--- src/rtl/plab5_mcore_mem_req_cmsg_queue.sv ---
// Two-entry FIFO for packed memory-request control messages (no data field).
// Sits between the request-message splitter and the memory/cache request port,
// registering the val/rdy handshake and unpacking the head entry into fields.
//
// Ports:
//   clk, reset            clock, asynchronous active-high reset
//   enq_val/enq_rdy/enq_msg
//                         upstream handshake; enq_msg = {type, opaque, addr, len}
//   deq_val/deq_rdy       downstream handshake
//   deq_type/deq_opaque/deq_addr/deq_len
//                         fields of the head entry (stale when deq_val=0)
//   num_free              free entries, 0..2
module plab5_mcore_mem_req_cmsg_queue #(
  parameter int unsigned p_opaque_nbits = 8,
  parameter int unsigned p_addr_nbits   = 32,
  parameter int unsigned p_data_nbits   = 32,
  localparam int unsigned o = p_opaque_nbits,
  localparam int unsigned a = p_addr_nbits,
  localparam int unsigned d = p_data_nbits,
  localparam int unsigned t = 3,             // VC mem-request type width
  localparam int unsigned l = $clog2(d / 8), // len width, 0 encodes full word
  localparam int unsigned c = t + o + a + l  // control-message width
) (
  input  logic         clk,
  input  logic         reset,
  input  logic         enq_val,
  output logic         enq_rdy,
  input  logic [c-1:0] enq_msg,
  output logic         deq_val,
  input  logic         deq_rdy,
  output logic [t-1:0] deq_type,
  output logic [o-1:0] deq_opaque,
  output logic [a-1:0] deq_addr,
  output logic [l-1:0] deq_len,
  output logic [1:0]   num_free
);

  logic [c-1:0] entry_q [2];
  logic         enq_ptr_q;
  logic         deq_ptr_q;
  logic [1:0]   count_q;
  logic [1:0]   count_d;
  logic         enq_fire;
  logic         deq_fire;
  logic [c-1:0] head;

  // No bypass in either direction: enq_rdy depends only on state, never on
  // deq_rdy, and an empty queue never forwards enq_msg to the deq side.
  assign enq_rdy  = (count_q != 2'd2);
  assign deq_val  = (count_q != 2'd0);
  assign num_free = 2'd2 - count_q;

  assign enq_fire = enq_val && enq_rdy;
  assign deq_fire = deq_val && deq_rdy;

  always_comb begin
    count_d = count_q;
    case ({enq_fire, deq_fire})
      2'b10:   count_d = count_q + 2'd1;
      2'b01:   count_d = count_q - 2'd1;
      default: count_d = count_q;
    endcase
  end

  always_ff @(posedge clk or posedge reset) begin
    if (reset) begin
      count_q   <= 2'd0;
      enq_ptr_q <= 1'b0;
      deq_ptr_q <= 1'b0;
    end else begin
      count_q <= count_d;
      if (enq_fire) enq_ptr_q <= ~enq_ptr_q;
      if (deq_fire) deq_ptr_q <= ~deq_ptr_q;
    end
  end

  // enq_ptr only equals deq_ptr with a valid head when the queue is full, and
  // enq_fire is blocked then, so the head is never overwritten.
  always_ff @(posedge clk or posedge reset) begin
    if (reset) begin
      entry_q[0] <= '0;
      entry_q[1] <= '0;
    end else if (enq_fire) begin
      entry_q[enq_ptr_q] <= enq_msg;
    end
  end

  assign head       = entry_q[deq_ptr_q];
  assign deq_len    = head[l-1:0];
  assign deq_addr   = head[l+a-1:l];
  assign deq_opaque = head[l+a+o-1:l+a];
  assign deq_type   = head[c-1:l+a+o];

endmodule

--- config.mk ---
export PLATFORM = sky130hd
export DESIGN_NAME = plab5_mcore_mem_req_cmsg_queue
export DESIGN_NICKNAME = d
export VERILOG_FILES = /design/src/rtl/plab5_mcore_mem_req_cmsg_queue.sv
export SDC_FILE = /design/constraint.sdc
export NUM_CORES = 1
export LEC_CHECK = 0
export ABC_AREA = 1
export BUFFER_PORTS_ARGS = -buffer_cell sky130_fd_sc_hd__buf_2
export CAP_MARGIN = 0
export CORE_MARGIN = 2
export CORE_UTILIZATION = 45
export DETAILED_ROUTE_END_ITERATION = 7
export PLACE_DENSITY = 0.71
export SLEW_MARGIN = 20
export SYNTH_ARGS = -nofsm -noshare
export SYNTH_HDL_FRONTEND = slang
export SYNTH_SLANG_ARGS = --single-unit
export TNS_END_PERCENT = 5
--- constraint.sdc ---
create_clock -name clk -period 2.8 [get_ports clk]
set_clock_uncertainty 0.05 [all_clocks]
set_input_delay 0.28 -clock clk [delete_from_list [all_inputs] [get_ports clk]]
set_output_delay 0.28 -clock clk [all_outputs]
set_load 0.01 [all_outputs]
After elaboration in Yosys (flattened, before gate mapping)
Cells that the tools add are included.

Mux-type cells: 7. Add/subtract/negate cells: 3. Multipliers: 0. Shift operators: 0. Reductions and logical operators: 5. Divide/modulo/power cells: 0. Eq/ne operators: 3. $lt $le $gt $ge: 3. Bitwise gates (word level): 4.

Operator list (count): 2-to-1 mux 45 bit (4); bitwise mux 90 bit (1); demux 45 bit (select 1 bit) (1); >= comparator 2 bit, second input constant (2); inverter 1 -> 2 bit (2); case mux 2 bit (2 select lines) (1); nonzero test 2 bit (2); logical AND 1 bit (3); adder 2 x 1 -> 2 bit, second input constant (1); equality test 2 x 1 -> 1 bit, second input constant (1); equality test 2 bit, second input constant (1); less-than comparator 2 x 1 -> 1 bit, second input constant (1); != test 2 bit, second input constant (1); inverter 1 bit (2); subtractor 2 x 1 -> 2 bit, second input constant (1); subtractor 2 bit, first input constant (1).

Input bits: 49. Bits in latches: 0. ROM bits: 0. Memories: 0. Bits in writable memories: 0. Register bits: 94.

Longest topological paths before layout
Depth after elaboration: 6. Gate-level depth with buffers: 11. Depth with buffers taken out: 11.

Worst setup path before layout
No wires, ideal clock.

Path kind: reg2reg. From: reg count_q[0]. To: reg count_q[1]. Arrival time: 1.380 ns. Slack: 1.253 ns. Setup time: 0.117 ns. Cell stages (with the launch flop): 10. Period minus slack after synthesis: 1.547 ns. Cells stage by stage: dfrtp_1 -> inv_1 -> ha_1 -> inv_2 -> nand2_1 -> ha_1 -> inv_1 -> nand3_1 -> nand2_1 -> nand2_1.

Word-level cells in the longest chain between the ends: 4. Elaborated cells on any way between the ends: 10. Classes of those cells: add/sub: 2; eq/ne: 3; mux: 1; reduce/logical: 4.

Ends and longest elaborated chain: from (decl) (line 41) `logic [1:0] count_q;`; from (signal assigned) (line 71) `count_q <= count_d;`; != test 2 bit * (line 49) `assign enq_rdy = (count_q != 2'd2);`; net enq_rdy (line 27) `output logic enq_rdy,`; logical AND 1 bit * (line 53) `assign enq_fire = enq_val && enq_rdy;`; equality test 2 x 1 -> 1 bit or equality test 2 bit (tied branches) (line 58) `case ({enq_fire, deq_fire})`; case mux 2 bit (2 select lines) or nonzero test 2 bit (tied branches).

The timed path passes the listed nets; every way through them passes the cells marked *. A chain may end at the register's enable or synchronous reset.

Worst setup path after layout
From: reg count_q[0]. To: reg entry_q[86] (netlist bit).

Word-level cells in the longest chain between the ends: 2.

Ends and longest elaborated chain: != test 2 bit (line 49); logical AND 1 bit (line 53); to (signal, indexed assignment) (line 84) `entry_q[enq_ptr_q] <= enq_msg;`; to (decl) (line 38) `logic [c-1:0] entry_q [2];`.

No other way between the ends.

==> reports/qor.log <==
INFO  pwr            share_comb_of_total_power=0.477
INFO  clock_tree     cts_made_buffers=9
INFO  clock_tree     cts_repair_resize_count=0
INFO  pwr            p_leak=2.88nW
INFO  setup_path     worstPathArrival=2.30ns
INFO  sta            setup-violations-final=0
INFO  pwr            share_clk_of_total_power=0.130
INFO  sta            post-route-min-period=2.11ns
INFO  final_layout   fin_nets=648
INFO  yosys          netlist.area_leader.share=0.528
INFO  final_layout   final-seq-area=2350µm²
INFO  clock_tree     cts_max_path_bufs=2
INFO  pwr            power=5.97mW
INFO  drt            detail_route.drc_violations=0
INFO  yosys          synth.area.top_cells=sky130_fd_sc_hd__dfrtp_1 (53%), sky130_fd_sc_hd__nand2_1 (20%), sky130_fd_sc_hd__o21ai_2 (11%)
INFO  yosys          ys.warnings.count=0
INFO  global_routing initial_antenna_violation_count=0
INFO  sta            finalHoldViolCount=0
INFO  pwr            cellPowerDensity=1160nW/µm²
INFO  sta            slew_viol_final=0
INFO  clock_tree     clock_sinks=94
INFO  final_layout   n_fill_cell=907
INFO  global_routing global_route.usage.total=0.178
INFO  setup_path     reg2reg_depth=7
INFO  clock_tree     clkLatencyLatePin=0.34ns
INFO  setup_path     startpoint_type=register
INFO  sta            final_worst_path_period_share=0.753
INFO  final_layout   layout-drive-gt1-share=0.300
INFO  floorplan      placement_rows=36
INFO  clock_tree     cts_root_buffer=sky130_fd_sc_hd__clkbuf_8
INFO  drt            antenna_left=0
INFO  min_path       hold_path_depth=3
INFO  sta            timing.slew.headroom=0.552
INFO  global_routing number_of_global_route_vias_before_repair=3338
INFO  sta            grt_setup_unrepaired=no
INFO  clock_tree     worst_setup_hold_path_clk_slew=0.09ns
INFO  place          globalplace.congestion=0.765
INFO  setup_path     path_max_fanout=47
INFO  sta            final.setup.tns=0ns
INFO  pwr            irDropWorstVdd=459µV
INFO  yosys          synth.cell_area=4460µm²
INFO  place          dp_hpwl=6090µm
INFO  drt            route.vias.total=3439
INFO  yosys          synth_cell_types=17
INFO  setup_path     critical_path_class=register to register
INFO  sta            hold_slack=0.138ns
INFO  final_layout   areaGrowthSynthToFinish=15.0%
INFO  drt            detail_route.wl_per_cell=12.6µm
INFO  pwr            pint=3.43mW
INFO  global_routing grt_max_degree=52
INFO  drt            wl=9230µm
INFO  clock_tree     clock_tree_from_tritoncts=built
INFO  pwr            power.share.switching=0.425
INFO  floorplan      chipHeight=104µm
INFO  final_layout   multi_input_area=1650µm²
INFO  sta            achievable-frequency=474MHz
INFO  floorplan      floorplan.die_area=10700µm²
INFO  floorplan      starting_density_of_the_core=0.460
INFO  final_layout   finalNonFillerCells=734
INFO  pwr            p_sw=2.54mW
INFO  min_path       hp-class=input port to register
INFO  place          dp_worst_setup_slack=0.695ns
INFO  global_routing grt_remaining_overflow=0
INFO  drt            drt_pre_antenna_iters=4
INFO  job            cap_violations=0
INFO  drt            detail_route.iter0.violations=103
INFO  setup_path     cp.required=2.99ns
INFO  yosys          synthesis.nets=561
INFO  drt            vias_per_cell=4.69
INFO  run_status     outcome=finished clean
INFO  floorplan      pin_count=98
INFO  yosys          syn_avg_cell_area=8.76µm²
INFO  sta            setup_slack=0.691ns
INFO  setup_path     worst_setup_path_end_kind=register
INFO  yosys          synth_seq_cells=94
INFO  place          port_buffers=97
INFO  floorplan      chipWidth=104µm
INFO  yosys          ys_seq_area_frac=0.528
INFO  clock_tree     cts-htree-levels=3
INFO  floorplan      core_area=9680µm²
INFO  pwr            seqPwrFrac=0.393
INFO  final_layout   ant_cells=0
INFO  yosys          synthesis.instances=509
INFO  global_routing grt_pass1_wl=15400µm
INFO  yosys          post-synth-top-area-cell=sky130_fd_sc_hd__dfrtp_1
INFO  place          dp.cells=717
INFO  sta            worstMarginPinSlew=0.673ns
==> through the flow <==
step	utilization	cell area, µm²
2_1_floorplan	-	4460
3_3_place_gp	0.512	4960
3_5_place_dp	0.512	4960
4_1_cts	0.529	5120
5_1_grt	0.529	5120
6_report	0.529	5120
==> cells in the mapped netlist (all sizes together) <==
library cell,count
nand3b,1
xor2,1
o21ai,90
nand2,233
nand4,1
dfrtp,94
nand3,2
ha,3
buf,25
xnor2,1
clkbuf,3
inv,55
==> power groups by stage <==
| stage | Combinational, mW | Sequential [mW] | Clock [mW] |
|---|---|---|---|
| 6_report | 2.85 | 2.35 | 0.775 |
| 5_1_grt | 3.20 | 2.42 | 0.858 |
| 4_1_cts | 2.88 | 2.35 | 0.795 |
| 3_5_place_dp | 2.87 | 2.37 | 0 |
| 3_3_place_gp | 2.80 | 2.34 | 0 |
| 2_1_floorplan | 2.15 | 2.28 | 0 |
==> layout make-up <==
class                           count  share of cell area
Clock buffer                       12              0.0264
Clock inverter                      4             0.00464
Inverter                           55              0.0408
Multi-Input combinational cell    332               0.321
Sequential cell                    94               0.459
Tap cell                          133              0.0325
Timing Repair Buffer              104               0.115
==> worst max-delay path: stages (launching register included) <==
cell and delay [ns]:
sky130_fd_sc_hd__dfrtp_1 0.41, sky130_fd_sc_hd__inv_1 0.10, sky130_fd_sc_hd__ha_1 0.22, sky130_fd_sc_hd__inv_2 0.11, sky130_fd_sc_hd__nand3b_4 0.52, sky130_fd_sc_hd__buf_4 0.43, sky130_fd_sc_hd__nand2_1 0.09, sky130_fd_sc_hd__o21ai_2 0.05
==> placed cells by master, fill, tap and decap left out, drive strengths merged <==
master and instances:
clkbuf 12, nand2 233, buf 103, dlygate4sd3 1, o21ai 90, nand4 1
nand3b 1, ha 3, dfrtp 94, xor2 1, nand3 2, xnor2 1
clkinv 4, inv 55
==> timing repair <==
item                                   CTS  global route
endpoints found under the hold margin   50             0
hold buffers                             1             0
setup buffers                            0             0
==> cells by family after synthesis <==
| kind of cell | Yosys count | synth area share |
|---|---|---|
| AND/OR/NAND/NOR | 237 | 0.207 |
| flip-flops | 94 | 0.528 |
| AO/OA/AOI/OAI | 90 | 0.150 |
| buffers and inverters | 83 | 0.103 |
| adder cells (fa/ha/maj) | 3 | 0.00842 |
| XOR/XNOR | 2 | 0.00393 |
==> flip-flops by register name, indices dropped and copies added, names as in the netlist <==
name	cells
entry_q	90
count_q	2
deq_ptr_q	1
enq_ptr_q	1
==> path summary, 6_finish.rpt <==
check	startpoint	end	slack (ns)
min	enq_msg[22]	entry_q[67]	0.14
min in group asynchronous	reset	entry_q[39]	0.52
max in group asynchronous	reset	entry_q[87]	1.52
max reg2reg	count_q[0]	entry_q[86]	0.69
max	count_q[0]	entry_q[86]	0.69
min reg2reg	entry_q[38]	entry_q[38]	0.43
==> metal layers <==
layer / track usage / part of all wire / vias to the layer above
li1: - / - / 1735
met5: 0 / 0 / -
met1: 0.236 / 0.48 / 1610
met4: 0.0656 / 0.013 / 0
met2: 0.290 / 0.47 / 85
met3: 0.0378 / 0.040 / 9
Note: power is estimated with default switching activity, not from simulation.
